**src/rtl/exm_alu.sv**
```systemverilog
// Single-stage registered ALU: RV32-style ops on A/B selected by ALUSel, result and zero flag registered.
// Latency 1 cycle; accepts one operation per cycle and never stalls (no backpressure).
module exm_alu #(
    parameter int DATA_W = 32
) (
    input  logic              clk,
    input  logic              rst_n,
    input  logic              in_valid,
    input  logic [DATA_W-1:0] A,
    input  logic [DATA_W-1:0] B,
    input  logic [3:0]        ALUSel,
    output logic [DATA_W-1:0] alu,
    output logic              out_valid,
    output logic              zero
);

    localparam int SH_W = $clog2(DATA_W);

    logic [DATA_W-1:0] result;
    logic [SH_W-1:0]   shamt;
    logic              lt_s;
    logic              lt_u;

    logic [DATA_W-1:0] alu_q, alu_d;
    logic              zero_q, zero_d;
    logic              vld_q, vld_d;

    assign shamt = B[SH_W-1:0];
    assign lt_s  = $signed(A) < $signed(B);
    assign lt_u  = A < B;

    always_comb begin
        result = '0;
        unique case (ALUSel)
            4'h0: result = A + B;
            4'h1: result = A - B;
            4'h2: result = A << shamt;
            4'h3: result = {{(DATA_W-1){1'b0}}, lt_s};
            4'h4: result = {{(DATA_W-1){1'b0}}, lt_u};
            4'h5: result = A ^ B;
            4'h6: result = A >> shamt;
            4'h7: result = $signed(A) >>> shamt;
            4'h8: result = A | B;
            4'h9: result = A & B;
            4'hA: result = B;
            4'hB: result = A;
            4'hC: result = A + DATA_W'(4);
            default: result = '0;
        endcase
    end

    // alu/zero hold their last value on idle cycles; both come from the same result.
    always_comb begin
        alu_d  = alu_q;
        zero_d = zero_q;
        vld_d  = in_valid;
        if (in_valid) begin
            alu_d  = result;
            zero_d = (result == '0);
        end
    end

    always_ff @(posedge clk or negedge rst_n) begin
        if (!rst_n) begin
            alu_q  <= '0;
            zero_q <= 1'b0;
            vld_q  <= 1'b0;
        end else begin
            alu_q  <= alu_d;
            zero_q <= zero_d;
            vld_q  <= vld_d;
        end
    end

    assign alu       = alu_q;
    assign zero      = zero_q;
    assign out_valid = vld_q;

endmodule

```
**config.mk**
```make
export PLATFORM = sky130hd
export DESIGN_NAME = exm_alu
export DESIGN_NICKNAME = d
export VERILOG_FILES = /design/src/rtl/exm_alu.sv
export SDC_FILE = /design/constraint.sdc
export NUM_CORES = 1
export LEC_CHECK = 0
export CAP_MARGIN = 20
export CORE_ASPECT_RATIO = 0.6
export CORE_UTILIZATION = 55
export CTS_BUF_LIST = sky130_fd_sc_hd__clkbuf_16
export CTS_CLUSTER_SIZE = 30
export DETAILED_ROUTE_END_ITERATION = 8
export PLACE_DENSITY_LB_ADDON = 0.2
export SYNTH_ARGS = -nofsm -noshare
export SYNTH_HDL_FRONTEND = slang
export SYNTH_SLANG_ARGS = --single-unit
```
**constraint.sdc**
```tcl
create_clock -name clk -period 0.81 [get_ports clk]
set_input_delay 0.162 -clock clk [delete_from_list [all_inputs] [get_ports clk]]
set_output_delay 0.162 -clock clk [all_outputs]
set_load 0.01 [all_outputs]
```
==> results of run 1 <==
==> logic make-up after synthesis <==
group	after synthesis	share of synthesized area, %
flip-flops	34	6.43
adder cells (fa/ha/maj)	106	10.1
XOR/XNOR	38	2.52
buffers and inverters	274	8.91
multiplexers	165	19.8
AO/OA/AOI/OAI	594	31.1
AND/OR/NAND/NOR	563	21.1
==> per-stage QoR <==
step / hold WS [ns] / cell area, sq um / cells / utilization [%]
3_5_place_dp: 0.499 / 19400 / 2715 / 83.1
3_3_place_gp: 0.492 / 19400 / 2715 / 83.1
2_1_floorplan: -0.134 / 13500 / 1774 / -
==> flow_summary.yaml, run 1 <==
run_status:
  status: "aborted with a tool error"
  stop_stage: "4_1_cts"
  error_line: "[ERROR DPL-0033] detailed placement checks failed during check placement."
placed_design:
  portBuffers: 104
  hpwl_um: 58100
  gp_congestion: 1.42
  pre_cts_ws_ns: -3.61
clocking:
  post_cts_buffers: 132
  cts_buffers: 5
  holdBufCountCts: 0
  root_buffer: "clkbuf_16"
  cts_num_sinks: 34
  post_cts_resized: 752
  htreeDepth: 2
  cts_buffer_depth: 2
yosys:
  yosys-top-cells-area: "mux4_2 13%, ha_1 9.8%, dfrtp_1 6.4%, a21oi_1 5.0%, nor2_1 4.8%"
  synth_top_area_share_pct: 12.6
  ys_warn_count: 0
  synth_edf_count: 0
  synth-seq-area-share_pct: 6.43
  yosys.area.top_type: "mux4_2"
  synthFlopType: "dfrtp_1"
  syn_area_sq_um: 13200
  synthTopCellsByCount: "170 x nor2_1, 134 x nand2_1, 132 x a21oi_1"
  synth_cell_types: 109
  synthCells: 1774
  synth_most_common_cell: "nor2_1"
  syn-num-nets: 1951
  async_reset_ff_share_pct: 100
  synth_area_per_cell_sq_um: 7.46
  synth_seq_cells: 34
floorplan:
  io_pins: 105
  initial_utilization_pct: 56.6
  fp.dieW_um: 202
  die_h_um: 122
  rows: 43
==> run 2, diff against run 1 <==
Settings changed: CORE_ASPECT_RATIO 0.6 to default, CORE_UTILIZATION 55 to 40, CTS_BUF_LIST sky130_fd_sc_hd__clkbuf_16 to default, CTS_CLUSTER_SIZE 30 to default, PLACE_DENSITY_LB_ADDON 0.2 to 0.15.
==> flow_summary.yaml, run 2 <==
clocking:
  clk_pin_slew_worst_paths_ns: 0.06
  htreeDepth: 2
  clkLatencyLatePin_ns: 0.29
  root_buffer: "clkbuf_16"
  cts_num_sinks: 34
  cts_tree: "built"
  cts_buffer_depth: 2
  cts_buffers: 5
global_route:
  grt_overflow: 0
  grt_pass1_wl_um: 126000
  grt_max_degree: 59
  antenna_found_initial: 0
  grtUsageTotal_pct: 50.7
  grt_pass1_vias: 19400
setup_path:
  crit_path_start_kind: "input port"
  rr_endpoint: "alu[10]"
  critical_path.max_fanout: 2
  worst-setup-path-type: "in -> reg"
  r2r_slack_ns: -0.12
  regToRegStartpoint: "alu[10]"
  startpoint: "A[0]"
  end_kind: "flip-flop"
  arrival_ns: 3.67
  reg2regPathDepth: 4
  endpoint: "zero"
  required_ns: 1.03
placed_design:
  hpwl_um: 67700
  portBuffers: 104
  gp_congestion: 1.12
  pre_cts_ws_ns: -3.53
  place_inst: 2917
run_status:
  violations: "negative setup slack"
  status: "finished, violations left"
timing:
  hold_violations: 0
  max_freq_mhz: 290
  setup_viol: 67
  finalCritPeriodShare_pct: 425
  slew_viol_final: 0
  hold_ws_ns: 0.231
  slew_headroom_pct: 48.0
  grt_setup_unrepaired: "yes"
  finalWorstSetupSlack_ns: -2.64
  tightest_slew_ns: 0.779
  setup_tns_ns: -73.04
  min_period_ns: 3.45
  finClkSkew_ns: 0
drt:
  vias: 20500
  vias_per_cell: 6.71
  dr.pass1.iters: 6
  wl_um: 89800
  drc: 0
  ant_nets: 0
  wl_per_cell_um: 29.4
  drt-initial-drc-count: 3028
yosys:
  synthCells: 1774
  synth_mux_area_share_pct: 19.8
  synth-compound-area-share_pct: 31.1
  async_reset_ff_share_pct: 100
  synth_edf_count: 0
  synth_top_family_by_area: "compound AO/OA/AOI/OAI gates"
  synth-simple-area-share_pct: 21.1
  synth_area_per_cell_sq_um: 7.46
  synth_cell_types: 109
  synth_fa_ha_area_share_pct: 10.1
  synthTopCellsByCount: "170 x nor2_1, 134 x nand2_1, 132 x a21oi_1"
  syn_area_sq_um: 13200
  synthFlopType: "dfrtp_1"
  yosys.area.top_type: "mux4_2"
  synth_most_common_cell: "nor2_1"
  syn-num-nets: 1951
  yosys-top-cells-area: "mux4_2 13%, ha_1 9.8%, dfrtp_1 6.4%, a21oi_1 5.0%, nor2_1 4.8%"
  synth_top_area_share_pct: 12.6
  synth_seq_cells: 34
  synthXorXnorAreaFrac_pct: 2.52
  ys_warn_count: 0
  synth-seq-area-share_pct: 6.43
floorplan:
  rows: 66
  initial_utilization_pct: 40.7
  dieArea_sq_um: 33800
  fp.dieW_um: 184
  die_h_um: 184
  io_pins: 105
  core_area_sq_um: 32500
job:
  maxCapViolations: 0
min_path:
  hp-class: "in -> async"
finish:
  mostFrequentLayoutCells: "773 x buf_4, 146 x nor2_1, 129 x nand2_1"
  final_common_cell: "buf_4"
  largest_reg_flops: 32
  drive_gt1_share_pct: 54.0
  final-instance-count-excl-fill: 3050
  fill_cells: 2520
  fin_nets: 2781
  syn2layout_area_growth_pct: 78.2
power:
  power.leakage_nw: 10.4
  powerDensity_nw_per_um2: 951
  power.total_mw: 22.4
  ir_worst_vdd_mv: 0.909
## run 2: cell counts after synthesis
Identical to the previous run, type by type.
## run 2: through the flow
step	instance area (sq um)	utilization [%]
after floorplan	13500	-
after global placement	20100	61.6
after detailed placement	20100	61.6
after CTS	22500	69.0
after global routing	23600	72.4
final	23600	72.5
## run 2: logic make-up (layout without fill, tap and decap cells)
logic type                 after synthesis  in the layout
muxes                                  165            165
and+or+nand+nor                        563            563
other                                    0              3
xor gates and xnor gates                38             38
adders and majority gates              106            106
DFF                                     34             34
AOI/OAI and AO/OA                      594            594
buffers and inverters                  274           1105
## run 2: how the worst min path moves through the flow
stage	from	end	slack (ns)	cells past startpoint
floorplan	rst_n	alu[0]	-0.13	0
global placement	alu[23]	alu[23]	0.49	1
detailed placement	alu[13]	alu[13]	0.50	1
CTS	rst_n	alu[9]	0.25	2
global route	rst_n	alu[9]	0.25	2
finish	rst_n	alu[9]	0.23	2
## run 2: layout make-up
cell class	instances	area, sq um	area share [%]
clock buffer	5	125	0.531
clock inverter	3	40.0	0.170
tap	442	553	2.35
sequential	34	851	3.61
antenna	3	7.51	0.0318
timing repair buffer	986	8230	34.9
inverter	111	457	1.94
multi-input combinational	1466	13300	56.5
## run 2: layer usage
layer  share of wire, %  global-route usage, %
met2                 41                   76.1
met1                 37                   62.8
met3                 13                   13.4
met4                9.3                   35.6
met5                  0                      0
## run 2: what timing repair did
action | CTS | global route
gates cloned | 4 | 2
pin swaps | 99 | 112
setup buffers | 76 | 61
endpoints found under the setup margin | 67 | 67
hold buffers | 0 | 0
gates resized for setup | 629 | 169
## run 2: power by group
part           leakage, nW  switching [mW]  internal, mW
clock network       0.0836           0.817          1.44
registers            0.399           0.153          1.97
logic                 9.88            9.48          8.56
## run 2: worst max-delay path: stages
cell      delay (ns)
buf_8           0.09
inv_6           0.03
ha_4            0.15
fa_2            0.40
nor2_8          0.16
o221ai_4        0.16
a211oi_4        0.38
a41oi_2         0.19
a311o_1         0.39
o32ai_2         0.20
or4b_4          0.49
or3_4           0.39
nor4_4          0.19
nand4_1         0.12
o21ai_1         0.15
Note: power is estimated with default switching activity, not from simulation.
==> run 3, diff against run 2 <==
Settings changed: CORE_MARGIN from default to 2.
==> flow_summary.yaml, run 3 (synthesized netlist as in run 2, its figures left out) <==
floorplan:
  io_pins: 105
  initial_utilization_pct: 40.7
  core_area_sq_um: 32500
  die_h_um: 186
  fp.dieW_um: 186
  dieArea_sq_um: 34500
  rows: 66
placed_design:
  place_inst: 2939
  pre_cts_ws_ns: -3.52
  hpwl_um: 66700
  portBuffers: 104
  gp_congestion: 1.11
setup_path:
  r2r_slack_ns: -0.12
  rr_endpoint: "alu[27]"
  reg2regPathDepth: 4
  crit_path_start_kind: "input port"
  required_ns: 1.02
  worst-setup-path-type: "in -> reg"
  regToRegStartpoint: "alu[27]"
  end_kind: "flip-flop"
  critical_path.max_fanout: 4
  arrival_ns: 3.63
timing:
  max_freq_mhz: 292
  finalCritPeriodShare_pct: 423
  finalWorstSetupSlack_ns: -2.61
  slew_viol_final: 0
  hold_ws_ns: 0.251
  hold_violations: 0
  setup_viol: 67
  slew_headroom_pct: 53.6
  grt_setup_unrepaired: "yes"
  min_period_ns: 3.42
  tightest_slew_ns: 0.696
  finClkSkew_ns: 0
drt:
  drc: 0
  drt-initial-drc-count: 3035
  dr.pass1.iters: 8
  vias_per_cell: 6.60
  ant_nets: 0
  wl_per_cell_um: 28.9
  vias: 20200
  wl_um: 88300
power:
  ir_worst_vdd_mv: 0.992
  power.leakage_nw: 10.5
  powerDensity_nw_per_um2: 929
finish:
  fin_nets: 2795
  largest_reg_flops: 32
  final-instance-count-excl-fill: 3060
  syn2layout_area_growth_pct: 81.2
  fill_cells: 2472
  n_antenna_cell: 0
  drive_gt1_share_pct: 56.0
  final_common_cell: "buf_4"
  mostFrequentLayoutCells: "777 x buf_4, 140 x nor2_1, 121 x nand2_1"
clocking:
  cts_buffers: 5
  clk_pin_slew_worst_paths_ns: 0.05
  root_buffer: "clkbuf_16"
  cts_tree: "built"
  holdBufCountCts: 0
  htreeDepth: 2
  cts_buffer_depth: 2
  clkLatencyLatePin_ns: 0.29
  cts_num_sinks: 34
global_route:
  antenna_found_initial: 0
  grt_pass1_vias: 19000
  grt_max_degree: 59
  grtUsageTotal_pct: 48.2
  grt_overflow: 0
  grt_pass1_wl_um: 122000
run_status:
  status: "finished, violations left"
  violations: "negative setup slack"
min_path:
  hp-class: "in -> async"
job:
  maxCapViolations: 0
[run 3: layer usage]
metal	GRT usage [%]	share of wire (%)	vias up	routed length (um)
met2	72.8	42	1643	37100
met3	12.3	13	433	11100
met1	61.5	37	9662	33000
li1	-	-	8456	-
met4	29.1	8.0	0	7100
met5	0	0	-	0
[run 3: how the worst max path moves through the flow]
stage / from / endpoint / slack (ns) / cells past startpoint
2_1_floorplan: B[2] / zero / -2.91 / 19
5_1_grt: A[0] / zero / -2.71 / 15
6_report: B[0] / zero / -2.61 / 17
3_5_place_dp: A[0] / zero / -3.52 / 15
4_1_cts: A[0] / zero / -2.76 / 15
3_3_place_gp: A[0] / zero / -3.47 / 15
[run 3: metrics by stage]
stage | setup TNS [ns] | utilization (%) | cell area (sq um) | power, mW
2_1_floorplan | -61.37 | - | 13500 | 8.62
3_3_place_gp | -94.59 | 62.5 | 20300 | 16.3
3_5_place_dp | -96.25 | 62.5 | 20300 | 16.5
4_1_cts | -77.56 | 68.1 | 22200 | 19.8
5_1_grt | -72.74 | 73.7 | 24000 | 22.9
6_report | -70.73 | 73.7 | 24000 | 22.3
[run 3: final cells by class]
class | count | area, sq um | share of cell area [%]
Sequential cell | 34 | 851 | 3.55
Clock buffer | 7 | 133 | 0.553
Tap cell | 442 | 553 | 2.31
Inverter | 111 | 442 | 1.84
Multi-Input combinational cell | 1466 | 13600 | 56.9
Timing Repair Buffer | 1000 | 8340 | 34.8
[run 3: report_power, final]
part           switching [mW]  internal [mW]
Combinational            9.57           8.69
Sequential              0.160           1.98
Clock                   0.736           1.13
[run 3: what timing repair did]
item,CTS,global route
cloned,2,2
setup buffers,53,80
pin swaps,108,155
endpoints found under the setup margin,67,67
gates resized for setup,449,373
[run 3: critical path, stage by stage]
cell	delay, ns
buf_8	0.11
buf_8	0.12
buf_12	0.13
buf_12	0.14
buf_12	0.13
mux2_2	0.29
o21ai_0	0.16
o211ai_1	0.24
a32oi_2	0.29
or3b_4	0.47
a211oi_2	0.26
buf_4	0.16
and2_4	0.14
nand4_1	0.18
nor4_4	0.37
nand4_1	0.12
o21ai_1	0.15
==> RTL edit 1 (config.mk and constraints of run 3) <==
The parameter `DATA_W` goes from 32 to 16.
--- a/src/rtl/exm_alu.sv
+++ b/src/rtl/exm_alu.sv
@@ -1,7 +1,7 @@
 // Single-stage registered ALU: RV32-style ops on A/B selected by ALUSel, result and zero flag registered.
 // Latency 1 cycle; accepts one operation per cycle and never stalls (no backpressure).
 module exm_alu #(
-    parameter int DATA_W = 32
+    parameter int DATA_W = 16
 ) (
     input  logic              clk,
     input  logic              rst_n,
Ports: changed (resized A, B and alu); port bits go from 105 to 57. No check against the original RTL was run, so the function may have changed too.
==> RTL edit 1 against run 3 <==
The run still ends with setup timing left; power down 55%; wire length down 62%; design area down 56%; area after synthesis down 57%; hold slack worse by 0.0040 ns; sequential share of layout area up 0.68 points; worst setup slack better by 0.75 ns; sequential cell count down 16; critical endpoint unchanged.
==> RTL edit 1: results (changes against run 3) <==
| Metric | Value |
|---|---|
| Global-route wire length before repair | `49.05 mm (-60%)` |
| Status | `finished, violations left` |
| Arrival time worst endpoint | `2.83 ns (-0.80 ns)` |
| FILL cells | `887 (-64%)` |
| Netlist cell types | `84 (-23%)` |
| Post-synth top cells | `nor2_1, a21oi_1, nand2_1` |
| Buffers on Ports | `56 (-46%)` |
| Syn_nets | `864 (-56%)` |
| Largest stage delay on the critical path | `0.38 ns (-0.09 ns)` |
| Top cell family by delay on the critical path | `compound AO/OA/AOI/OAI gates` |
| Failing checks | `setup timing` |
| Final setup margin | `-1.864 ns (+0.7493 ns)` |
| Largest net degree at the start of global routing | `32 (-46%)` |
| Initial antenna violation count | `1 (+1)` |
| Post-synthesis sequential area ratio | `0.07995 (+0.01563)` |
| Total Wirelength | `33.59 mm (-62%)` |
| GRT Overall Usage | `0.4271 (-0.05479)` |
| Setup_tns | `-28.54 ns (+42.19 ns)` |
| # H-tree levels | `1 (-1)` |
| Worst slew margin | `0.5263 (-0.009425)` |
| Vias in the first global route | `8,479 (-55%)` |
| Grt met3 use | `0.09015 (-0.03331)` |
| Peak VDD IR | `0.0006935 V (-30%)` |
| # setup viols final | `35 (-48%)` |
| Half-perimeter wire length after placement | `23.23 mm (-65%)` |
| Initial drt markers | `1,111 (-63%)` |
| Worst-Skew Late Latency | `0.25 ns (-0.04 ns)` |
| Leakage | `4.762 nW (-55%)` |
| Layout cell share with drive strength beyond 1 | `0.5677 (+0.007330)` |
| Layout Nets | `1,278 (-54%)` |
| Synth area leaders | `ha_1, dfrtp_1, mux4_2, a21oi_1, nor2_1` |
| 1st-pass router iterations | `6 (-2)` |
==> RTL edit 1: cell count changes after synthesis, moves of 28 or more <==
cell	before	now
a21oi_1	132	66
nand3_1	48	20
ha_1	104	54
mux2i_1	63	17
mux4_2	74	16
inv_1	106	47
nand2_1	134	55
clkbuf_1	92	29
nor2_1	170	79
o21ai_0	105	27
==> RTL edit 1: final timing paths <==
check	start	to	slack [ns]	cells past startpoint
max	B[5]	zero	-1.86	12
min	rst_n	alu[1]	0.25	2
max reg2reg	alu[15]	alu[15]	-0.11	3
min reg2reg	alu[1]	alu[1]	0.55	2
max in group asynchronous	rst_n	alu[10]	0.42	2
min in group clk	in_valid	out_valid	0.44	2
==> RTL edit 1: per-stage QoR <==
step                      instances  worst slack (ns)  utilization  cell area, µm²
final                          1362            -1.864       0.7707           10660
after global routing           1362            -1.982       0.7707           10660
after CTS                      1329            -1.884       0.7327           10130
after detailed placement       1263            -2.752       0.6256            8651
after global placement         1263            -2.633       0.6256            8651
after floorplan                 769            -1.843            -            5783
==> RTL edit 1: metal layers <==
metal	share of wire	up-vias
li1	-	3735
met1	0.37	4221
met2	0.44	687
met3	0.11	196
met4	0.078	0
met5	0	-
==> RTL edit 1: repair_timing <==
action / 4_1_cts / 5_1_grt
buffers inserted: 61 / 33
cloned: 3 / 3
hold buffers: 0 / 0
gates resized for setup: 367 / 87
pin swaps: 81 / 41
setup endpoints to repair: 36 / 36
==> RTL edit 1: logic make-up after synthesis <==
group / after synthesis / share of synthesized area
compound gates: 250 / 0.3118
fa+ha+maj: 56 / 0.1270
buf+inv: 116 / 0.09105
xor+xnor: 15 / 0.02332
mux: 53 / 0.1372
simple gates: 261 / 0.2296
flops: 18 / 0.07995
==> RTL edit 1: cell type report <==
class / count / area, µm² / share of cell area
multi-input combinational: 635 / 5724 / 0.5372
tap: 180 / 225.2 / 0.02113
clock buffer: 4 / 88.84 / 0.008336
timing repair buffer: 474 / 3951 / 0.3708
sequential: 18 / 450.4 / 0.04227
inverter: 51 / 216.5 / 0.02031
==> RTL edit 1: worst reg2reg max path: cells and delay by family, from the launching register on <==
kind                   cells  cell delay (ns)
DFF                        1             0.38
AOI/OAI and AO/OA          1             0.18
buffers and inverters      2             0.25
==> RTL edit 1: where the power goes <==
group	switching [mW]	internal [mW]	leakage [nW]	total [mW]
Clock	0.369	0.753	0.0442	1.12
Sequential	0.0733	1.03	0.212	1.11
Combinational	3.81	3.87	4.51	7.68
Total	4.26	5.65	4.76	9.91
==> RTL edit 2 (config.mk and constraints of run 3) <==
Without the edit above. The output `out_valid` loses its register stage (`vld_q` becomes a continuous assignment).
--- a/src/rtl/exm_alu.sv
+++ b/src/rtl/exm_alu.sv
@@ -64,13 +64,13 @@
         if (!rst_n) begin
             alu_q  <= '0;
             zero_q <= 1'b0;
-            vld_q  <= 1'b0;
         end else begin
             alu_q  <= alu_d;
             zero_q <= zero_d;
-            vld_q  <= vld_d;
         end
     end
+
+    assign vld_q = vld_d;
 
     assign alu       = alu_q;
     assign zero      = zero_q;
Function: changed (a bounded check fails within 4 cycles, from zero or initial values and one cycle with rst_n low).
==> RTL edit 2 against run 3 <==
The flow still finishes with violations (setup timing); sequential cell count shrank 1; register-to-register slack better by 0.02 ns; design area decreased by 0.86%; via count up 0.29%; area after synthesis down 0.13%; sequential power fell by 3%; worst setup slack worse by 0.097 ns; utilization shrank 0.63 points; wire length down 0.87%; power decreased by 0.42%; largest cell class unchanged.
==> RTL edit 2: results (changes against run 3) <==
| Metric | Value |
|---|---|
| Post-CTS sizing | `602 (+34%)` |
| Arrival time worst endpoint | `3.73 ns (+0.10 ns)` |
| Layout cell share with drive strength beyond 1 | `0.5429 (-0.01741)` |
| FILL cells | `2,522 (+2.0%)` |
| Synth area leaders | `mux4_2, ha_1, dfrtp_1, a21oi_1, nor2_1` |
| Hold slack | `0.2490 ns (-0.001751 ns)` |
| Initial antenna violation count | `1 (+1)` |
| Final setup margin | `-2.710 ns (-0.09711 ns)` |
| Routed WL per cell | `28.37 µm (-1.7%)` |
| Inst Count DP | `2,942 (+0.10%)` |
| Pwr/cell area | `932.7 nW/µm² (+0.44%)` |
| GP Congestion | `1.108 (-0.37%)` |
| Status | `finished, violations left` |
| Vias in the first global route | `19.24k (+1.2%)` |
| Sw Ratio | `0.4622 (-0.007994)` |
| # setup viols final | `66 (-1.5%)` |
| Initial drt markers | `2,836 (-6.6%)` |
| Clock power frac | `0.094 (+0.010)` |
| Placed cell areas | `20,260 µm² (-0.34%)` |
| Global-route wire length before repair | `123.4 mm (+1.0%)` |
| Failing checks | `setup timing` |
| Largest net degree at the start of global routing | `42 (-29%)` |
| Place WS | `-3.483 ns (+0.03362 ns)` |
| Half-perimeter wire length after placement | `67.28 mm (+0.94%)` |
| Reg2reg path depth | `3 (-1)` |
| Mean Syn Cell Area | `7.447 µm² (-0.13%)` |
| Worst r2r dst | `alu[12]` |
## RTL edit 2: changes by cell type after synthesis, sizes merged
cell / before / now
buf: 71 / 72
dfrtp: 34 / 33
## RTL edit 2: final cells by class
class,instances,share of cell area
Clock buffer,7,0.006424
Inverter,111,0.01880
Tap cell,442,0.02327
Antenna cell,1,0.0001053
Multi-Input combinational cell,1466,0.5593
Clock inverter,1,0.0002106
Timing Repair Buffer,1025,0.3571
Sequential cell,33,0.03475
## RTL edit 2: cell families after synthesis
| logic type | share of synthesized area |
|---|---|
| AO/OA/AOI/OAI | 0.3117 |
| AND/OR/NAND/NOR | 0.2110 |
| buffers and inverters | 0.08979 |
| multiplexers | 0.1982 |
| adder cells (fa/ha/maj) | 0.1015 |
| XOR/XNOR | 0.02519 |
| flip-flops | 0.06251 |
## RTL edit 2: metal layers
metal / global-route usage / vias up / routed length, µm
li1: - / 8477 / -
met1: 0.6170 / 9663 / 32370
met2: 0.7261 / 1671 / 36030
met3: 0.1379 / 440 / 11450
met4: 0.3124 / 2 / 7630
met5: 0 / - / 71
## RTL edit 2: metrics by stage
| step | TNS [ns] | total power, mW |
|---|---|---|
| after detailed placement | -96.67 | 16.42 |
| after floorplan | -61.37 | 8.570 |
| after CTS | -72.34 | 20.54 |
| final | -74.24 | 22.16 |
| after global routing | -77.15 | 22.92 |
| after global placement | -95.50 | 16.23 |
## RTL edit 2: critical path: stages
cell and delay [ns]:
buf_8 0.10, buf_6 0.11, buf_6 0.11, buf_12 0.13, buf_12 0.14, buf_4 0.14, buf_8 0.13, mux4_2 0.49
mux4_2 0.55, a21oi_4 0.20, o21ai_2 0.08, a211oi_2 0.25, buf_4 0.21, nand4_1 0.24, nor4_4 0.36, nand4_1 0.14
o21ai_1 0.15
